[src/rtl/audiosystem_fifo_pkg.sv]
// Shared constants for the audio sample FIFO controller: CSR word map,
// status/control bit positions and flow-control modes.
package audiosystem_fifo_pkg;

   typedef enum logic [1:0] {
      CSR_LEVEL = 2'd0,
      CSR_AF    = 2'd1,
      CSR_AE    = 2'd2,
      CSR_STAT  = 2'd3
   } csr_addr_e;

   localparam int STAT_EMPTY      = 0;
   localparam int STAT_FULL       = 1;
   localparam int STAT_AF         = 2;
   localparam int STAT_AE         = 3;
   localparam int STAT_OVF        = 4;
   localparam int STAT_UNF        = 5;
   localparam int CTRL_IRQ_EN_AE  = 8;
   localparam int CTRL_IRQ_EN_ERR = 9;
   localparam int CTRL_FLUSH      = 31;

   localparam int MODE_BLOCKING = 0;
   localparam int MODE_DROP     = 1;

endpackage

[src/rtl/audiosystem_fifo_mem.sv]
// Sample storage array: synchronous write port, asynchronous read port so the
// head word is visible in the same cycle (show-ahead).
module audiosystem_fifo_mem #(
   parameter int DATA_W     = 32,
   parameter int DEPTH_LOG2 = 4
) (
   input  logic                  clk,
   input  logic                  we,
   input  logic [DEPTH_LOG2-1:0] waddr,
   input  logic [DATA_W-1:0]     wdata,
   input  logic [DEPTH_LOG2-1:0] raddr,
   output logic [DATA_W-1:0]     rdata
);

   logic [DATA_W-1:0] mem_r [1 << DEPTH_LOG2];

   // Write port; contents are intentionally not reset
   always_ff @(posedge clk) begin
      if (we) begin
         mem_r[waddr] <= wdata;
      end
   end

   assign rdata = mem_r[raddr];

endmodule

[src/rtl/audiosystem_fifo_ctrl.sv]
// Single-clock sample FIFO with Avalon-MM write/read data slaves, a 4-word
// CSR slave (level, thresholds, sticky errors, flush) and a level interrupt.
module audiosystem_fifo_ctrl
   import audiosystem_fifo_pkg::*;
#(
   parameter int DATA_W     = 32,
   parameter int DEPTH_LOG2 = 4,
   parameter int DROP_MODE  = MODE_BLOCKING,
   parameter int AF_RESET   = (1 << DEPTH_LOG2) - 2,
   parameter int AE_RESET   = 2
) (
   input  logic              wrclock,
   input  logic              reset_n,
   input  logic              avalonmm_write_slave_write,
   input  logic [DATA_W-1:0] avalonmm_write_slave_writedata,
   output logic              avalonmm_write_slave_waitrequest,
   input  logic              avalonmm_read_slave_read,
   output logic [DATA_W-1:0] avalonmm_read_slave_readdata,
   output logic              avalonmm_read_slave_waitrequest,
   input  logic [1:0]        csr_address,
   input  logic              csr_read,
   input  logic              csr_write,
   input  logic [31:0]       csr_writedata,
   output logic [31:0]       csr_readdata,
   output logic              irq
);

   localparam int LVL_W = DEPTH_LOG2 + 1;
   localparam logic [LVL_W-1:0] FULL_LVL = {1'b1, {DEPTH_LOG2{1'b0}}};
   localparam bit DROP = (DROP_MODE == MODE_DROP);

   logic [DEPTH_LOG2-1:0] wr_ptr_r;
   logic [DEPTH_LOG2-1:0] rd_ptr_r;
   logic [LVL_W-1:0]      level_r;
   logic [LVL_W-1:0]      af_thresh_r;
   logic [LVL_W-1:0]      ae_thresh_r;
   logic                  overflow_r;
   logic                  underflow_r;
   logic                  irq_en_ae_r;
   logic                  irq_en_err_r;
   logic                  irq_r;

   logic [DATA_W-1:0]     mem_rdata_s;
   logic                  empty_s;
   logic                  full_s;
   logic                  almost_full_s;
   logic                  almost_empty_s;
   logic                  stat_wr_s;
   logic                  flush_s;
   logic                  wr_acc_s;
   logic                  rd_acc_s;
   logic                  ovf_set_s;
   logic                  unf_set_s;
   logic                  unused_s;

   assign empty_s        = (level_r == {LVL_W{1'b0}});
   assign full_s         = (level_r == FULL_LVL);
   assign almost_full_s  = (level_r >= af_thresh_r);
   assign almost_empty_s = (level_r <= ae_thresh_r);

   assign stat_wr_s = csr_write && (csr_address == CSR_STAT);
   assign flush_s   = stat_wr_s && csr_writedata[CTRL_FLUSH];

   // Full/empty decisions use the pre-edge level, so a simultaneous read never frees room for the write
   assign wr_acc_s  = reset_n && avalonmm_write_slave_write && !full_s && !flush_s;
   assign rd_acc_s  = avalonmm_read_slave_read && !empty_s;
   assign ovf_set_s = DROP && avalonmm_write_slave_write && full_s;
   assign unf_set_s = DROP && avalonmm_read_slave_read && empty_s;

   assign avalonmm_write_slave_waitrequest = !reset_n || (!DROP && full_s);
   assign avalonmm_read_slave_waitrequest  = !DROP && empty_s;
   assign avalonmm_read_slave_readdata     = (DROP && empty_s) ? {DATA_W{1'b0}} : mem_rdata_s;
   assign irq      = irq_r;
   assign unused_s = ^csr_writedata;

   audiosystem_fifo_mem #(
      .DATA_W     (DATA_W),
      .DEPTH_LOG2 (DEPTH_LOG2)
   ) u_mem (
      .clk   (wrclock),
      .we    (wr_acc_s),
      .waddr (wr_ptr_r),
      .wdata (avalonmm_write_slave_writedata),
      .raddr (rd_ptr_r),
      .rdata (mem_rdata_s)
   );

   // Pointers, level, CSR registers and interrupt
   always_ff @(posedge wrclock) begin
      if (!reset_n) begin
         wr_ptr_r     <= {DEPTH_LOG2{1'b0}};
         rd_ptr_r     <= {DEPTH_LOG2{1'b0}};
         level_r      <= {LVL_W{1'b0}};
         af_thresh_r  <= LVL_W'(AF_RESET);
         ae_thresh_r  <= LVL_W'(AE_RESET);
         overflow_r   <= 1'b0;
         underflow_r  <= 1'b0;
         irq_en_ae_r  <= 1'b0;
         irq_en_err_r <= 1'b0;
         irq_r        <= 1'b0;
      end else begin
         if (flush_s) begin
            wr_ptr_r <= {DEPTH_LOG2{1'b0}};
            rd_ptr_r <= {DEPTH_LOG2{1'b0}};
            level_r  <= {LVL_W{1'b0}};
         end else begin
            if (wr_acc_s) begin
               wr_ptr_r <= wr_ptr_r + DEPTH_LOG2'(1);
            end
            if (rd_acc_s) begin
               rd_ptr_r <= rd_ptr_r + DEPTH_LOG2'(1);
            end
            case ({wr_acc_s, rd_acc_s})
               2'b10:   level_r <= level_r + LVL_W'(1);
               2'b01:   level_r <= level_r - LVL_W'(1);
               default: level_r <= level_r;
            endcase
         end
         if (csr_write && (csr_address == CSR_AF)) begin
            af_thresh_r <= csr_writedata[LVL_W-1:0];
         end
         if (csr_write && (csr_address == CSR_AE)) begin
            ae_thresh_r <= csr_writedata[LVL_W-1:0];
         end
         if (stat_wr_s) begin
            irq_en_ae_r  <= csr_writedata[CTRL_IRQ_EN_AE];
            irq_en_err_r <= csr_writedata[CTRL_IRQ_EN_ERR];
         end
         // A new error event outranks a same-cycle write-1-to-clear
         overflow_r  <= ovf_set_s || (overflow_r && !(stat_wr_s && csr_writedata[STAT_OVF]));
         underflow_r <= unf_set_s || (underflow_r && !(stat_wr_s && csr_writedata[STAT_UNF]));
         irq_r       <= (irq_en_ae_r && almost_empty_s) ||
                        (irq_en_err_r && (overflow_r || underflow_r));
      end
   end

   // CSR read mux, zero wait state
   always_comb begin
      csr_readdata = 32'h0000_0000;
      if (csr_read) begin
         case (csr_address)
            CSR_LEVEL: csr_readdata = 32'(level_r);
            CSR_AF:    csr_readdata = 32'(af_thresh_r);
            CSR_AE:    csr_readdata = 32'(ae_thresh_r);
            CSR_STAT: begin
               csr_readdata[STAT_EMPTY]      = empty_s;
               csr_readdata[STAT_FULL]       = full_s;
               csr_readdata[STAT_AF]         = almost_full_s;
               csr_readdata[STAT_AE]         = almost_empty_s;
               csr_readdata[STAT_OVF]        = overflow_r;
               csr_readdata[STAT_UNF]        = underflow_r;
               csr_readdata[CTRL_IRQ_EN_AE]  = irq_en_ae_r;
               csr_readdata[CTRL_IRQ_EN_ERR] = irq_en_err_r;
            end
            default:   csr_readdata = 32'h0000_0000;
         endcase
      end else begin
         csr_readdata = 32'h0000_0000;
      end
   end

endmodule

[config.mk]
export PLATFORM = sky130hd
export DESIGN_NAME = audiosystem_fifo_ctrl
export DESIGN_NICKNAME = d
export VERILOG_FILES = /design/src/rtl/audiosystem_fifo_pkg.sv /design/src/rtl/audiosystem_fifo_mem.sv /design/src/rtl/audiosystem_fifo_ctrl.sv
export SDC_FILE = /design/constraint.sdc
export NUM_CORES = 1
export LEC_CHECK = 0
export ABC_AREA = 1
export BUFFER_PORTS_ARGS = -buffer_cell sky130_fd_sc_hd__buf_2
export CORE_ASPECT_RATIO = 0.75
export CORE_MARGIN = 2
export CORE_UTILIZATION = 51
export CTS_BUF_LIST = sky130_fd_sc_hd__clkbuf_8
export CTS_CLUSTER_DIAMETER = 120
export DETAILED_ROUTE_END_ITERATION = 6
export PLACE_DENSITY = 0.69
export SLEW_MARGIN = 20
export SYNTH_ARGS = -nofsm -noshare
export SYNTH_HDL_FRONTEND = slang
export SYNTH_SLANG_ARGS = --single-unit
[constraint.sdc]
create_clock -name wrclock -period 4.5 [get_ports wrclock]
set_input_delay 0.9 -clock wrclock [delete_from_list [all_inputs] [get_ports wrclock]]
set_output_delay 0.9 -clock wrclock [all_outputs]
set_load 0.03 [all_outputs]
* Word-level counts from Yosys, hierarchy flattened
Memory sizes are Yosys's and may differ from the RTL's. A register that Yosys moved wholly into a read port is not among the register bits.
Cells that the tools add are included.
W data, S select, Z words.
** Operators by class
- Add/subtract/negate cells :: 4
- Magnitude comparators :: 2
- Equality and inequality tests :: 6
- Muxes and demuxes :: 8
- Bitwise logic cells :: 1
- Reductions and logical operators :: 28
** Operators by type and width (number)
- $pmux W6 S4 :: 1
- $logic_and A1 B1 Y1 :: 14
- $mux W10 :: 1
- $pmux W5 S2 :: 1
- $add A4 B1 Y4 const B :: 2
- $mux W4 :: 2
- $eq A2 B2 Y1 const B :: 3
- $logic_not A1 Y1 :: 6
- $add A5 B1 Y5 const B :: 1
- $eq A5 B5 Y1 const B :: 1
- $ge A5 B5 Y1 :: 1
- $le A5 B5 Y1 :: 1
- $logic_not A5 Y1 :: 1
- $sub A5 B1 Y5 const B :: 1
- $eq A2 B1 Y1 const B :: 2
- $pmux W2 S2 :: 1
- $logic_or A1 B1 Y1 :: 3
- $reduce_or A3 Y1 :: 1
- $logic_not A2 Y1 :: 1
- $mux W1 :: 2
- $reduce_bool A2 Y1 :: 1
- $reduce_or A2 Y1 :: 1
- $not A1 Y1 :: 1
** Word-level totals
- Flip-flop bits (word level) :: 28
- Bits in writable memories :: 512
- Input port bits :: 72
- Output and inout bits :: 67
- Word-level logic and storage cells :: 60
- Memories :: 1
** Memories
- u_mem.mem_r :: words 16, width 32, rd ports 1, clocked after memory_dff 1, wr ports 1, line audiosystem_fifo_mem.sv:15 : logic [DATA_W-1:0] mem_r [1 << DEPTH_LOG2];

* Longest topological paths before layout
Gate-level depths: netlist of run 1.
- Depth in word-level cells :: 7
- Depth in mapped cells :: 18
- Mapped depth without buffers :: 17

* By module
A second synthesis of run 1 with hierarchy kept.
** Unflattened totals
- Cells, all modules :: 2365
- Area, all modules :: 24070.6 sq um
** Modules (own cells, without submodules)
- audiosystem_fifo_mem :: times used 1, cells an instance 2088, area each 22089.9 sq um, sequential area each 15374.7 sq um
- audiosystem_fifo_ctrl :: times used 1, cells an instance 277, area each 1980.6 sq um, sequential area each 560.5 sq um

* Worst setup path after synthesis of run 1
OpenSTA, ideal clock, no wires.
- Path kind :: input port to flip-flop
- From :: input csr_address[1]
- To :: memory u_mem.mem_r[11][0], enable pin
- Library setup time :: 0.421 ns
- Arrival :: 2.899 ns
- Data required time :: 4.079 ns
- Path slack :: 1.180 ns
- Stages :: 7
- Path buffers :: 0
- Cells stage by stage :: nand2_1 -> nor2_2 -> nand2_1 -> nand2_2 -> nor2_2 -> nand3_1 -> nor2_1
** Between the ends
- Cells in the longest elaborated chain, start to end :: 7
** Ends and longest elaborated chain
- start: declaration :: line audiosystem_fifo_ctrl.sv:20 : input logic [1:0] csr_address,
- $eq A2 B2 Y1 :: line audiosystem_fifo_ctrl.sv:61 : assign stat_wr_s = csr_write && (csr_address == CSR_STAT);
- $logic_and A1 B1 Y1 :: line audiosystem_fifo_ctrl.sv:61
- $logic_and A1 B1 Y1 :: line audiosystem_fifo_ctrl.sv:62 : assign flush_s = stat_wr_s && csr_writedata[CTRL_FLUSH];
- $logic_not A1 Y1 :: line audiosystem_fifo_ctrl.sv:65 : assign wr_acc_s = reset_n && avalonmm_write_slave_write && !full_s && !flush_s;
- $logic_and A1 B1 Y1 :: line audiosystem_fifo_ctrl.sv:65
- $mux W1 :: line audiosystem_fifo_mem.sv:19 : if (we) begin
- $mux W1 (implied by the code) :: line audiosystem_fifo_mem.sv:20 : mem_r[waddr] <= wdata;
- end: declaration :: line audiosystem_fifo_mem.sv:15
No other way between the ends.

==> impl_metrics.prom, run 1 <==
# TYPE chip_impl_metric gauge
chip_impl_info{name="status",value="finished clean"} 1
chip_impl_metric{name="synth_area",unit="mm2"} 0.02300
chip_impl_metric{name="num_io_pins",unit=""} 139
chip_impl_metric{name="wire_length_of_the_first_global_routing_pass",unit="um"} 76420
chip_impl_metric{name="critical_path.n_buffers_inverters",unit=""} 2
chip_impl_metric{name="seq_area_frac_synth",unit="%"} 69.62
chip_impl_metric{name="cts_resized",unit=""} 0
chip_impl_metric{name="setup_total_negative_slack",unit="ns"} 0
chip_impl_metric{name="highest_fanout_seen_on_the_critical_path",unit=""} 56
chip_impl_metric{name="finish.net_count",unit=""} 2106
chip_impl_metric{name="worst_ep_required",unit="ns"} 3.60
chip_impl_metric{name="vias_per_cell",unit=""} 5.334
chip_impl_metric{name="yosysWarnings",unit=""} 0
chip_impl_info{name="rsz0062_at_grt",value="no"} 1
chip_impl_info{name="route.top_layer_used",value="met5"} 1
chip_impl_metric{name="number_of_vias_in_the_routed_layout",unit=""} 14182
chip_impl_metric{name="timing.critical_path.slowest_cell_delay",unit="ns"} 0.76
chip_impl_metric{name="grt_pass1_vias",unit=""} 13632
chip_impl_metric{name="fraction_of_layout_instances_using_a_drive_strength_above_1",unit="%"} 12.11
chip_impl_info{name="critical_path.slowest_cell",value="dfxtp_4"} 1
chip_impl_metric{name="layout_area_overhead",unit="%"} 10.69
chip_impl_info{name="cpMostUsedCell",value="nand3_1"} 1
chip_impl_metric{name="multi_input_area",unit="mm2"} 0.005071
chip_impl_metric{name="critical_path_depth",unit=""} 7
chip_impl_metric{name="cts.clk_slew.worst_paths",unit="ns"} 0.06
chip_impl_metric{name="post_synth_fa_ha_maj_area_fraction",unit="%"} 0.9790
chip_impl_info{name="clockRootBuffer",value="clkbuf_8"} 1
chip_impl_metric{name="overflow",unit=""} 0
chip_impl_metric{name="ys_ff_latch",unit=""} 544
chip_impl_metric{name="synth_compound_gate_area_share",unit="%"} 11.17
chip_impl_metric{name="detailroute.wirelength.met3",unit="um"} 3194
chip_impl_info{name="synth_top_family_by_area",value="compound AO/OA/AOI/OAI gates"} 1
chip_impl_metric{name="final-setup-viol-count",unit=""} 0
chip_impl_metric{name="chipWidth",unit="um"} 249.2
chip_impl_metric{name="core-area",unit="mm2"} 0.04460
chip_impl_metric{name="fin_worst_hold_slack",unit="ns"} 0.4386
chip_impl_metric{name="floorplan.rows",unit=""} 67
chip_impl_metric{name="report.final.hold_viol_count",unit=""} 0
chip_impl_metric{name="syn-instance-count",unit=""} 1918
chip_impl_metric{name="worst-slew-pin-transition",unit="ns"} 1.039
chip_impl_metric{name="ff_latch_area",unit="mm2"} 0.01603
chip_impl_info{name="synth_largest_area_cell",value="edfxtp_1"} 1
chip_impl_metric{name="routed_wirelength",unit="um"} 49050
chip_impl_metric{name="portion_of_netlist_area_occupied_by_mux_cells",unit="%"} 0
chip_impl_metric{name="ff2ff_path_depth",unit=""} 7
chip_impl_metric{name="worst_case_clock_buffer_depth",unit=""} 3
chip_impl_metric{name="max_cap_violations",unit=""} 0
chip_impl_metric{name="finalWeightedCongestion",unit=""} 0.8297
chip_impl_metric{name="leakagePower",unit="nW"} 9.324
chip_impl_metric{name="global_route_usage_over_all_layers",unit="%"} 21.08
chip_impl_metric{name="cts_made_buffers",unit=""} 84
chip_impl_info{name="r2r-start",value="level_r[2]"} 1
chip_impl_metric{name="clock_tree.htree_level_count",unit=""} 3
chip_impl_metric{name="wl_on_met1",unit="um"} 22520
chip_impl_metric{name="dieArea",unit="mm2"} 0.04684
chip_impl_metric{name="post-dp-hpwl",unit="um"} 26660
chip_impl_metric{name="drt-initial-drc-count",unit=""} 1383
chip_impl_metric{name="p_per_area",unit="mW/mm2"} 523.6
chip_impl_info{name="worstHoldStart",value="csr_writedata[5]"} 1
chip_impl_metric{name="die-height",unit="um"} 187.9
chip_impl_metric{name="synthesis.area_per_instance",unit="um2"} 11.99
chip_impl_info{name="path_delay_family",value="flip-flops"} 1
chip_impl_metric{name="ir_worst_vdd",unit="V"} 0.0004209
chip_impl_metric{name="post_cts_hold_buffer_count",unit=""} 0
chip_impl_info{name="cts_tree",value="done"} 1
chip_impl_info{name="start_kind",value="flop"} 1
chip_impl_metric{name="met2WireLength",unit="um"} 22360
chip_impl_metric{name="ant_nets",unit=""} 0
chip_impl_metric{name="synthDominantCellAreaShare",unit="%"} 66.83
chip_impl_info{name="synthTopCellsByArea",value="edfxtp_1 (67%), inv_1 (5.0%), nand3_1 (4.4%), o211ai_1 (4.3%), nand2_1 (3.6%)"} 1
chip_impl_metric{name="yosys.cell_types.count",unit=""} 32
chip_impl_info{name="cp-end-kind",value="primary output"} 1
chip_impl_metric{name="final_max_slew_viol_count",unit=""} 0
chip_impl_metric{name="number_of_diodes",unit=""} 0
chip_impl_metric{name="grt_antenna_before_repair",unit=""} 2
chip_impl_metric{name="synth_simple_gate_area_share",unit="%"} 8.795
chip_impl_metric{name="cts.sink_count",unit=""} 544
chip_impl_metric{name="timing.hold.worst_path_depth",unit=""} 2
chip_impl_metric{name="clock.fmax",unit="GHz"} 0.2738
chip_impl_info{name="critical_path_class",value="reg2out"} 1
chip_impl_info{name="worstHoldPathType",value="in2reg"} 1
chip_impl_metric{name="slew-limit-headroom",unit="%"} 30.76
chip_impl_metric{name="wl_per_cell",unit="um"} 18.45
chip_impl_metric{name="maximum_number_of_pins_on_one_net_before_global_route_repair",unit=""} 121
chip_impl_metric{name="drt_first_pass_iters",unit=""} 5
chip_impl_metric{name="finalWorstPathRequiredPeriod",unit="ns"} 3.652
chip_impl_info{name="path_cells",value="buf_4, a21oi_1, o21ai_0, nand3_1, nand3_1, nand2_1, buf_2"} 1
chip_impl_metric{name="worstSkewPairLatency",unit="ns"} 0.64
chip_impl_metric{name="buffer_ports.inserted",unit=""} 91
chip_impl_metric{name="filler_cell_count",unit=""} 3596
chip_impl_metric{name="postCtsSetupBuffers",unit=""} 0
chip_impl_metric{name="synth_xor_xnor_area_share",unit="%"} 0.1904
chip_impl_metric{name="worstPathArrival",unit="ns"} 2.75
chip_impl_metric{name="drc_errors",unit=""} 0
chip_impl_metric{name="start_util",unit="%"} 51.58
chip_impl_metric{name="final.period_utilization",unit="%"} 81.16
chip_impl_metric{name="worst_clock_skew",unit="ns"} 0.02961
[cell families (layout without fill, tap and decap cells)]
group,Yosys count,after routing
DFF,544,544
and+or+nand+nor,467,467
AOI/OAI and AO/OA,445,445
buffers and inverters,438,570
adders and majority gates,18,18
xor gates and xnor gates,5,5
other,1,24
[placed cells by master, fill, tap and decap left out, types with 2 or more instances in the layout]
cell type | netlist | final
edfxtp_1 | 512 | 512
inv_1 | 305 | 323
nand2_1 | 221 | 221
nand3_1 | 202 | 202
a21oi_1 | 156 | 156
o211ai_1 | 132 | 132
o21ai_0 | 124 | 124
buf_2 | 32 | 91
clkbuf_8 | 4 | 88
o21ai_1 | 28 | 28
dfxtp_1 | 32 | 28
conb_1 | 1 | 24
buf_12 | 0 | 22
nor2_1 | 36 | 20
clkinv_1 | 0 | 20
ha_1 | 18 | 18
nor2_4 | 0 | 16
clkinv_2 | 0 | 9
buf_4 | 32 | 8
xor2_1 | 3 | 3
bufinv_16 | 0 | 3
a211oi_1 | 2 | 2
nand4_1 | 2 | 2
nor2_2 | 2 | 2
nor3_1 | 2 | 2
inv_2 | 1 | 2
xnor2_1 | 2 | 2
dfxtp_4 | 0 | 2
dfxtp_2 | 0 | 2
inv_6 | 0 | 2
[flip-flops by register name, indices dropped and copies added, names as in the netlist, named ones only]
register      cells
u_mem.mem_r     512
ae_thresh_r       5
af_thresh_r       5
level_r           5
rd_ptr_r          4
wr_ptr_r          4
irq               1
irq_en_ae_r       1
irq_en_err_r      1
overflow_r        1
underflow_r       1
[where the power goes]
group,switching [mW],total [mW],internal [mW],leakage (nW)
Combinational,2.49,3.66,1.17,3.59
Sequential,0.210,5.84,5.63,4.87
Clock,1.85,3.83,1.98,0.858
[per-layer routing]
metal	GRT usage, %	vias up
li1	-	6888
met1	30.74	6800
met2	32.09	409
met3	4.428	83
met4	6.233	2
met5	0	-
[worst register-to-register path: cells and delay by family, from the launching register on]
kind          cells  cell delay (ns)
simple gates      6             1.69
flops             1             0.52
buf+inv           1             0.34
[final timing paths]
kind | to | slack (ns)
hold / removal | underflow_r | 0.44
setup reg to reg | u_mem.mem_r[2][8] | 1.63
setup / recovery | avalonmm_read_slave_readdata[13] | 0.85
hold reg to reg | underflow_r | 0.46
[Yosys cell counts]
master      n
nand3_1   202
a31oi_1     1
a211oi_1    2
o211ai_1  132
o21ai_0   124
buf_2      32
nor3_1      2
nand4_1     2
conb_1      1
nor2_1     36
inv_2       1
buf_6      33
nand2_2     1
xnor2_1     2
o22ai_1     1
ha_1       18
dfxtp_1    32
nand2_1   221
or2_2       1
clkbuf_1   13
buf_1       8
o21ai_1    28
clkbuf_2    8
buf_4      32
a21oi_1   156
a221oi_1    1
nor2_2      2
clkbuf_8    4
buf_8       2
xor2_1      3
edfxtp_1  512
inv_1     305
[area by class of cell]
cell class	instances	area share, %
sequential	544	62.94
multi-input combinational	959	19.92
clock buffer	88	4.757
inverter	306	4.511
timing repair buffer	121	3.754
tap	586	2.879
clock inverter	55	1.248
[metrics by stage]
stage                     utilization (%)  instances  power (mW)  area (um2)  setup slack (ns)
final                               57.10       2659       13.33       25460            0.8479
after global routing                57.10       2659       14.11       25460            0.6067
after CTS                           57.10       2659       13.44       25460            0.8230
after detailed placement            53.67       2516       9.609       23930             1.043
after global placement              53.67       2516       9.530       23930             1.067
after floorplan                         -       1941       8.944       23090             1.180
(Power assumes the default switching activity.)
==> run 2, diff against run 1 <==
--- a/config.mk
+++ b/config.mk
@@ -13,7 +13,7 @@
 export CTS_BUF_LIST = sky130_fd_sc_hd__clkbuf_8
 export CTS_CLUSTER_DIAMETER = 120
 export DETAILED_ROUTE_END_ITERATION = 6
-export PLACE_DENSITY = 0.69
+export PLACE_DENSITY = 0.71
 export SLEW_MARGIN = 20
 export SYNTH_ARGS = -nofsm -noshare
 export SYNTH_HDL_FRONTEND = slang
==> constraint.sdc (replaced) <==
create_clock -name wrclock -period 3.1 [get_ports wrclock]
set_input_delay 0.62 -clock wrclock [delete_from_list [all_inputs] [get_ports wrclock]]
set_output_delay 0.62 -clock wrclock [all_outputs]
set_load 0.03 [all_outputs]
==> run 2 against run 1 <==
Via count rose by 2.7%. Combinational power up 59%. Utilization is 0.67 points higher. First-iteration DRC count rose by 1.2%. Sequential share of layout area fell by 0.72 points. Die area is the same.
==> impl_metrics.prom, run 2 (synthesized netlist as in run 1, its figures left out) <==
# TYPE chip_impl_metric gauge
chip_impl_metric{name="wire_length_of_the_first_global_routing_pass",unit="um"} 76260
chip_impl_metric{name="cts_made_buffers",unit=""} 85
chip_impl_metric{name="p_per_area",unit="mW/mm2"} 764.4
chip_impl_metric{name="cts.sink_count",unit=""} 544
chip_impl_metric{name="clock.fmax",unit="GHz"} 0.3353
chip_impl_metric{name="ff_latch_area",unit="mm2"} 0.01603
chip_impl_metric{name="cts.clk_slew.worst_paths",unit="ns"} 0.06
chip_impl_metric{name="dieArea",unit="mm2"} 0.04684
chip_impl_metric{name="ir_worst_vdd",unit="V"} 0.0005641
chip_impl_metric{name="final-setup-viol-count",unit=""} 0
chip_impl_metric{name="floorplan.rows",unit=""} 67
chip_impl_metric{name="clock_tree.htree_level_count",unit=""} 3
chip_impl_metric{name="die-height",unit="um"} 187.9
chip_impl_metric{name="slew-limit-headroom",unit="%"} 34.44
chip_impl_info{name="rsz0062_at_grt",value="no"} 1
chip_impl_metric{name="start_util",unit="%"} 51.58
chip_impl_metric{name="max_reg_flops",unit=""} 512
chip_impl_metric{name="drt_first_pass_iters",unit=""} 5
chip_impl_info{name="start_kind",value="flop"} 1
chip_impl_info{name="critical_path_class",value="reg2out"} 1
chip_impl_metric{name="report.final.hold_viol_count",unit=""} 0
chip_impl_metric{name="setup_total_negative_slack",unit="ns"} 0
chip_impl_metric{name="number_of_vias_in_the_routed_layout",unit=""} 14570
chip_impl_metric{name="post-dp-hpwl",unit="um"} 27420
chip_impl_metric{name="final.period_utilization",unit="%"} 96.21
chip_impl_metric{name="drt-initial-drc-count",unit=""} 1400
chip_impl_metric{name="wl_per_cell",unit="um"} 18.66
chip_impl_metric{name="post_cts_hold_buffer_count",unit=""} 0
chip_impl_info{name="status",value="finished clean"} 1
chip_impl_metric{name="drc_errors",unit=""} 0
chip_impl_metric{name="layout_area_overhead",unit="%"} 11.99
chip_impl_info{name="clockRootBuffer",value="clkbuf_8"} 1
chip_impl_metric{name="worst_case_clock_buffer_depth",unit=""} 3
chip_impl_metric{name="worst_ep_required",unit="ns"} 2.48
chip_impl_metric{name="worstPathArrival",unit="ns"} 2.36
chip_impl_info{name="cp-end-kind",value="primary output"} 1
chip_impl_info{name="layout.cells.most_common_list",value="edfxtp_1 (512), inv_1 (338), nand2_1 (221), nand3_1 (202), a21oi_1 (156)"} 1
chip_impl_info{name="layout_commonest_cell",value="edfxtp_1"} 1
chip_impl_metric{name="grt_antenna_before_repair",unit=""} 3
chip_impl_metric{name="multi_input_area",unit="mm2"} 0.005071
chip_impl_metric{name="final_max_slew_viol_count",unit=""} 0
chip_impl_metric{name="routed_wirelength",unit="um"} 50470
chip_impl_metric{name="worstSkewPairLatency",unit="ns"} 0.68
chip_impl_metric{name="fraction_of_layout_instances_using_a_drive_strength_above_1",unit="%"} 13.41
chip_impl_metric{name="finalWeightedCongestion",unit=""} 0.8900
chip_impl_metric{name="leakagePower",unit="nW"} 9.579
chip_impl_metric{name="ant_nets",unit=""} 0
chip_impl_info{name="top_register",value="u_mem.mem_r"} 1
chip_impl_metric{name="finish.net_count",unit=""} 2142
chip_impl_metric{name="core-area",unit="mm2"} 0.04460
chip_impl_metric{name="maximum_number_of_pins_on_one_net_before_global_route_repair",unit=""} 111
chip_impl_metric{name="global_route_usage_over_all_layers",unit="%"} 21.23
chip_impl_metric{name="num_io_pins",unit=""} 139
chip_impl_metric{name="highest_fanout_seen_on_the_critical_path",unit=""} 32
chip_impl_metric{name="chipWidth",unit="um"} 249.2
chip_impl_metric{name="post_dp_cell_area",unit="mm2"} 0.02408
chip_impl_info{name="r2r-start",value="level_r[3]"} 1
chip_impl_info{name="worstHoldStart",value="csr_writedata[5]"} 1
chip_impl_metric{name="worst_clock_skew",unit="ns"} 0.03353
chip_impl_metric{name="worst-slew-pin-transition",unit="ns"} 0.9820
chip_impl_info{name="worstHoldPathType",value="in2reg"} 1
chip_impl_info{name="cts_tree",value="done"} 1
chip_impl_metric{name="final_cell_area",unit="mm2"} 0.02576
chip_impl_metric{name="buffer_ports.inserted",unit=""} 91
chip_impl_metric{name="filler_cell_count",unit=""} 3599
chip_impl_metric{name="grt_pass1_vias",unit=""} 13789
chip_impl_metric{name="vias_per_cell",unit=""} 5.386
chip_impl_metric{name="finalWorstPathRequiredPeriod",unit="ns"} 2.983
chip_impl_metric{name="max_cap_violations",unit=""} 0
chip_impl_metric{name="overflow",unit=""} 0
## run 2: changes by cell type in the layout (fill, tap and decap cells not counted), sizes merged
cell    previous run  this run
clkinv            29        26
bufinv             3         2
clkbuf            88        89
inv              328       344
buf              121       153
diode              0         1
## run 2: critical path, cell delays in order (launching register included)
cell	delay, ns
dfxtp_2	0.32
inv_2	0.70
nand3_1	0.19
nand2_1	0.23
buf_2	0.24
## run 2: per-stage QoR
| stage | total power, mW | hold slack (ns) | cells | setup slack, ns | util, % |
|---|---|---|---|---|---|
| floorplan | 12.98 | 0.4281 | 1941 | 0.05965 | - |
| global placement | 13.94 | 0.4507 | 2545 | 0.4527 | 53.99 |
| detailed placement | 14.07 | 0.4604 | 2545 | 0.4388 | 53.99 |
| CTS | 19.61 | 0.09119 | 2698 | 0.01613 | 57.47 |
| global route | 20.78 | 0.1151 | 2704 | 0.001567 | 57.76 |
| finish | 19.69 | 0.1513 | 2705 | 0.1174 | 57.77 |
## run 2: layout make-up
type | instances | area share [%]
Clock inverter | 67 | 1.433
Antenna cell | 1 | 0.009713
Multi-Input combinational cell | 959 | 19.68
Sequential cell | 544 | 62.21
Tap cell | 586 | 2.846
Timing Repair Buffer | 156 | 4.760
Clock buffer | 86 | 4.594
Inverter | 306 | 4.458
## run 2: per-layer routing
metal | up-vias | track usage [%] | wire length, um
met2 | 530 | 34.62 | 23540
met3 | 101 | 4.622 | 3831
met1 | 6970 | 28.94 | 21990
li1 | 6967 | - | -
met4 | 2 | 6.070 | 1081
met5 | - | 0 | 16
## run 2: final timing paths
check / endpoint / slack [ns] / cells after the start
hold reg to reg: underflow_r / 0.47 / 2
setup / recovery: avalonmm_read_slave_readdata[14] / 0.12 / 4
setup reg to reg: level_r[4] / 0.60 / 16
hold / removal: underflow_r / 0.15 / 2
## run 2: what timing repair did
item | CTS | global route
setup buffers | 0 | 3
gates cloned | 0 | 3
resized for setup | 1 | 7
setup endpoints to repair | 1 | 25
## run 2: where the power goes
part,internal [mW],switching (mW),total (mW)
combinational,1.96,3.85,5.81
clock,2.78,2.77,5.55
sequential,8.18,0.154,8.34
total,12.9,6.78,19.7
==> run 3, diff against run 2 <==
--- a/config.mk
+++ b/config.mk
@@ -10,7 +10,7 @@
 export CORE_ASPECT_RATIO = 0.75
 export CORE_MARGIN = 2
 export CORE_UTILIZATION = 51
-export CTS_BUF_LIST = sky130_fd_sc_hd__clkbuf_8
+export CTS_BUF_LIST = sky130_fd_sc_hd__clkbuf_4 sky130_fd_sc_hd__clkbuf_8
 export CTS_CLUSTER_DIAMETER = 120
 export DETAILED_ROUTE_END_ITERATION = 6
 export PLACE_DENSITY = 0.71
==> run 3 against run 2 <==
Sequential power is essentially flat. Fmax about the same. Utilization is 0.29 points higher. Cell count is the same. Count of clock-buffer cells in the layout is 34 higher. Worst hold slack barely moved. Via count fell by 0.21%.
==> impl_metrics.prom, run 3 (synthesized netlist as in run 1, its figures left out) <==
# TYPE chip_impl_metric gauge
chip_impl_metric{name="wire_length_of_the_first_global_routing_pass",unit="um"} 76380
chip_impl_metric{name="grt_antenna_before_repair",unit=""} 3
chip_impl_metric{name="max_cap_violations",unit=""} 0
chip_impl_metric{name="worst_case_clock_buffer_depth",unit=""} 3
chip_impl_metric{name="max_reg_flops",unit=""} 512
chip_impl_metric{name="drt_first_pass_iters",unit=""} 5
chip_impl_metric{name="drt-initial-drc-count",unit=""} 1330
chip_impl_metric{name="routed_wirelength",unit="um"} 50440
chip_impl_metric{name="ant_nets",unit=""} 0
chip_impl_metric{name="clock_tree.htree_level_count",unit=""} 3
chip_impl_metric{name="final_max_slew_viol_count",unit=""} 0
chip_impl_metric{name="number_of_vias_in_the_routed_layout",unit=""} 14540
chip_impl_metric{name="finalWorstPathRequiredPeriod",unit="ns"} 2.981
chip_impl_metric{name="multi_input_area",unit="mm2"} 0.005071
chip_impl_info{name="cts_tree",value="done"} 1
chip_impl_metric{name="post_place_setup_slack",unit="ns"} 0.4388
chip_impl_info{name="worstHoldPathType",value="in2reg"} 1
chip_impl_info{name="critical_path_class",value="reg2out"} 1
chip_impl_metric{name="finalPower",unit="mW"} 20.11
chip_impl_metric{name="setup_total_negative_slack",unit="ns"} 0
chip_impl_metric{name="worstSkewPairLatency",unit="ns"} 0.68
chip_impl_metric{name="final_critical_path_setup_slack",unit="ns"} 0.1188
chip_impl_metric{name="finalWeightedCongestion",unit=""} 0.8900
chip_impl_metric{name="start_util",unit="%"} 51.58
chip_impl_info{name="status",value="finished clean"} 1
chip_impl_metric{name="dieArea",unit="mm2"} 0.04684
chip_impl_metric{name="overflow",unit=""} 0
chip_impl_metric{name="highest_fanout_seen_on_the_critical_path",unit=""} 32
chip_impl_metric{name="vias_per_cell",unit=""} 5.375
chip_impl_metric{name="cts.clk_slew.worst_paths",unit="ns"} 0.06
chip_impl_info{name="rsz0062_at_grt",value="no"} 1
chip_impl_metric{name="report.final.hold_viol_count",unit=""} 0
chip_impl_info{name="top_register",value="u_mem.mem_r"} 1
chip_impl_metric{name="wl_per_cell",unit="um"} 18.65
chip_impl_metric{name="final.period_utilization",unit="%"} 96.17
chip_impl_metric{name="cts_made_buffers",unit=""} 85
chip_impl_metric{name="cts.sink_count",unit=""} 544
chip_impl_metric{name="grt_pass1_vias",unit=""} 13808
chip_impl_metric{name="p_per_area",unit="mW/mm2"} 776.8
chip_impl_metric{name="post_place_cells",unit=""} 2545
chip_impl_info{name="start_kind",value="flop"} 1
chip_impl_metric{name="core-area",unit="mm2"} 0.04460
chip_impl_metric{name="fin_worst_hold_slack",unit="ns"} 0.1517
chip_impl_metric{name="filler_cell_count",unit=""} 3574
chip_impl_metric{name="post-dp-hpwl",unit="um"} 27420
chip_impl_metric{name="worst_clock_skew",unit="ns"} 0.03690
chip_impl_info{name="layout.cells.most_common_list",value="edfxtp_1 (512), inv_1 (304), nand2_1 (221), nand3_1 (202), a21oi_1 (156)"} 1
chip_impl_metric{name="chipWidth",unit="um"} 249.2
chip_impl_metric{name="global_route_usage_over_all_layers",unit="%"} 21.26
chip_impl_metric{name="ff_latch_area",unit="mm2"} 0.01603
chip_impl_metric{name="fraction_of_layout_instances_using_a_drive_strength_above_1",unit="%"} 15.06
chip_impl_metric{name="maximum_number_of_pins_on_one_net_before_global_route_repair",unit=""} 111
chip_impl_metric{name="clock.fmax",unit="GHz"} 0.3354
chip_impl_metric{name="worstPathArrival",unit="ns"} 2.36
chip_impl_info{name="layout_commonest_cell",value="edfxtp_1"} 1
chip_impl_metric{name="drc_errors",unit=""} 0
chip_impl_metric{name="ir_worst_vdd",unit="V"} 0.0006056
chip_impl_metric{name="worst-slew-pin-transition",unit="ns"} 0.9879
chip_impl_metric{name="finish.net_count",unit=""} 2142
chip_impl_metric{name="layout.cells.non_filler",unit=""} 2705
chip_impl_metric{name="num_io_pins",unit=""} 139
chip_impl_info{name="cp-end-kind",value="primary output"} 1
chip_impl_metric{name="worst_ep_required",unit="ns"} 2.48
chip_impl_metric{name="buffer_ports.inserted",unit=""} 91
chip_impl_metric{name="die-height",unit="um"} 187.9
chip_impl_metric{name="final-setup-viol-count",unit=""} 0
chip_impl_metric{name="slew-limit-headroom",unit="%"} 34.04
chip_impl_info{name="clockRootBuffer",value="clkbuf_8"} 1
chip_impl_metric{name="floorplan.rows",unit=""} 67
chip_impl_metric{name="leakagePower",unit="nW"} 9.554
chip_impl_metric{name="layout_area_overhead",unit="%"} 12.55
[run 3: cell types whose count changed in the layout (fill, tap and decap cells not counted)]
cell and change:
clkbuf_4 +34, dfxtp_1 -1, dfxtp_2 +1, inv_1 -34
[run 3: area by class of cell]
| cell class | instances | area share [%] |
|---|---|---|
| sequential | 544 | 61.91 |
| inverter | 306 | 4.436 |
| timing repair buffer | 156 | 4.736 |
| clock buffer | 120 | 5.557 |
| multi-input combinational | 959 | 19.59 |
| antenna | 1 | 0.009665 |
| clock inverter | 33 | 0.9327 |
| tap | 586 | 2.832 |
[run 3: repair_timing]
action,in CTS,in global routing
setup buffers,0,3
gates cloned,0,3
setup endpoints to repair,1,26
hold buffers,0,0
resized for setup,1,8
[run 3: metrics by stage]
step	cell area (um2)	utilization (%)
after global placement	24080	53.99
after floorplan	23090	-
after detailed placement	24080	53.99
after CTS	25760	57.75
final	25890	58.05
after global routing	25890	58.05
[run 3: metal layers]
metal	vias to the layer above	GRT usage, %	routed length [um]
met1	6935	28.92	22050
met5	-	0	16
met3	104	4.678	3755
li1	6965	-	-
met2	534	34.65	23540
met4	2	6.163	1087
[run 3: final timing paths]
check	startpoint	to	slack [ns]	cells past startpoint
hold reg to reg	underflow_r	underflow_r	0.47	2
setup reg to reg	level_r[3]	level_r[4]	0.62	16
hold / removal	csr_writedata[5]	underflow_r	0.15	2
setup / recovery	flop	avalonmm_read_slave_readdata[14]	0.12	4
[run 3: critical path, cell delays in order, from the launching register on]
cell     delay [ns]
dfxtp_2        0.32
inv_2          0.71
nand3_1        0.19
nand2_1        0.23
buf_2          0.24
[run 3: power breakdown]
group | total, mW | switching (mW) | internal [mW]
logic | 5.82 | 3.86 | 1.96
clock network | 5.96 | 2.77 | 3.19
registers | 8.34 | 0.154 | 8.18
total | 20.1 | 6.78 | 13.3
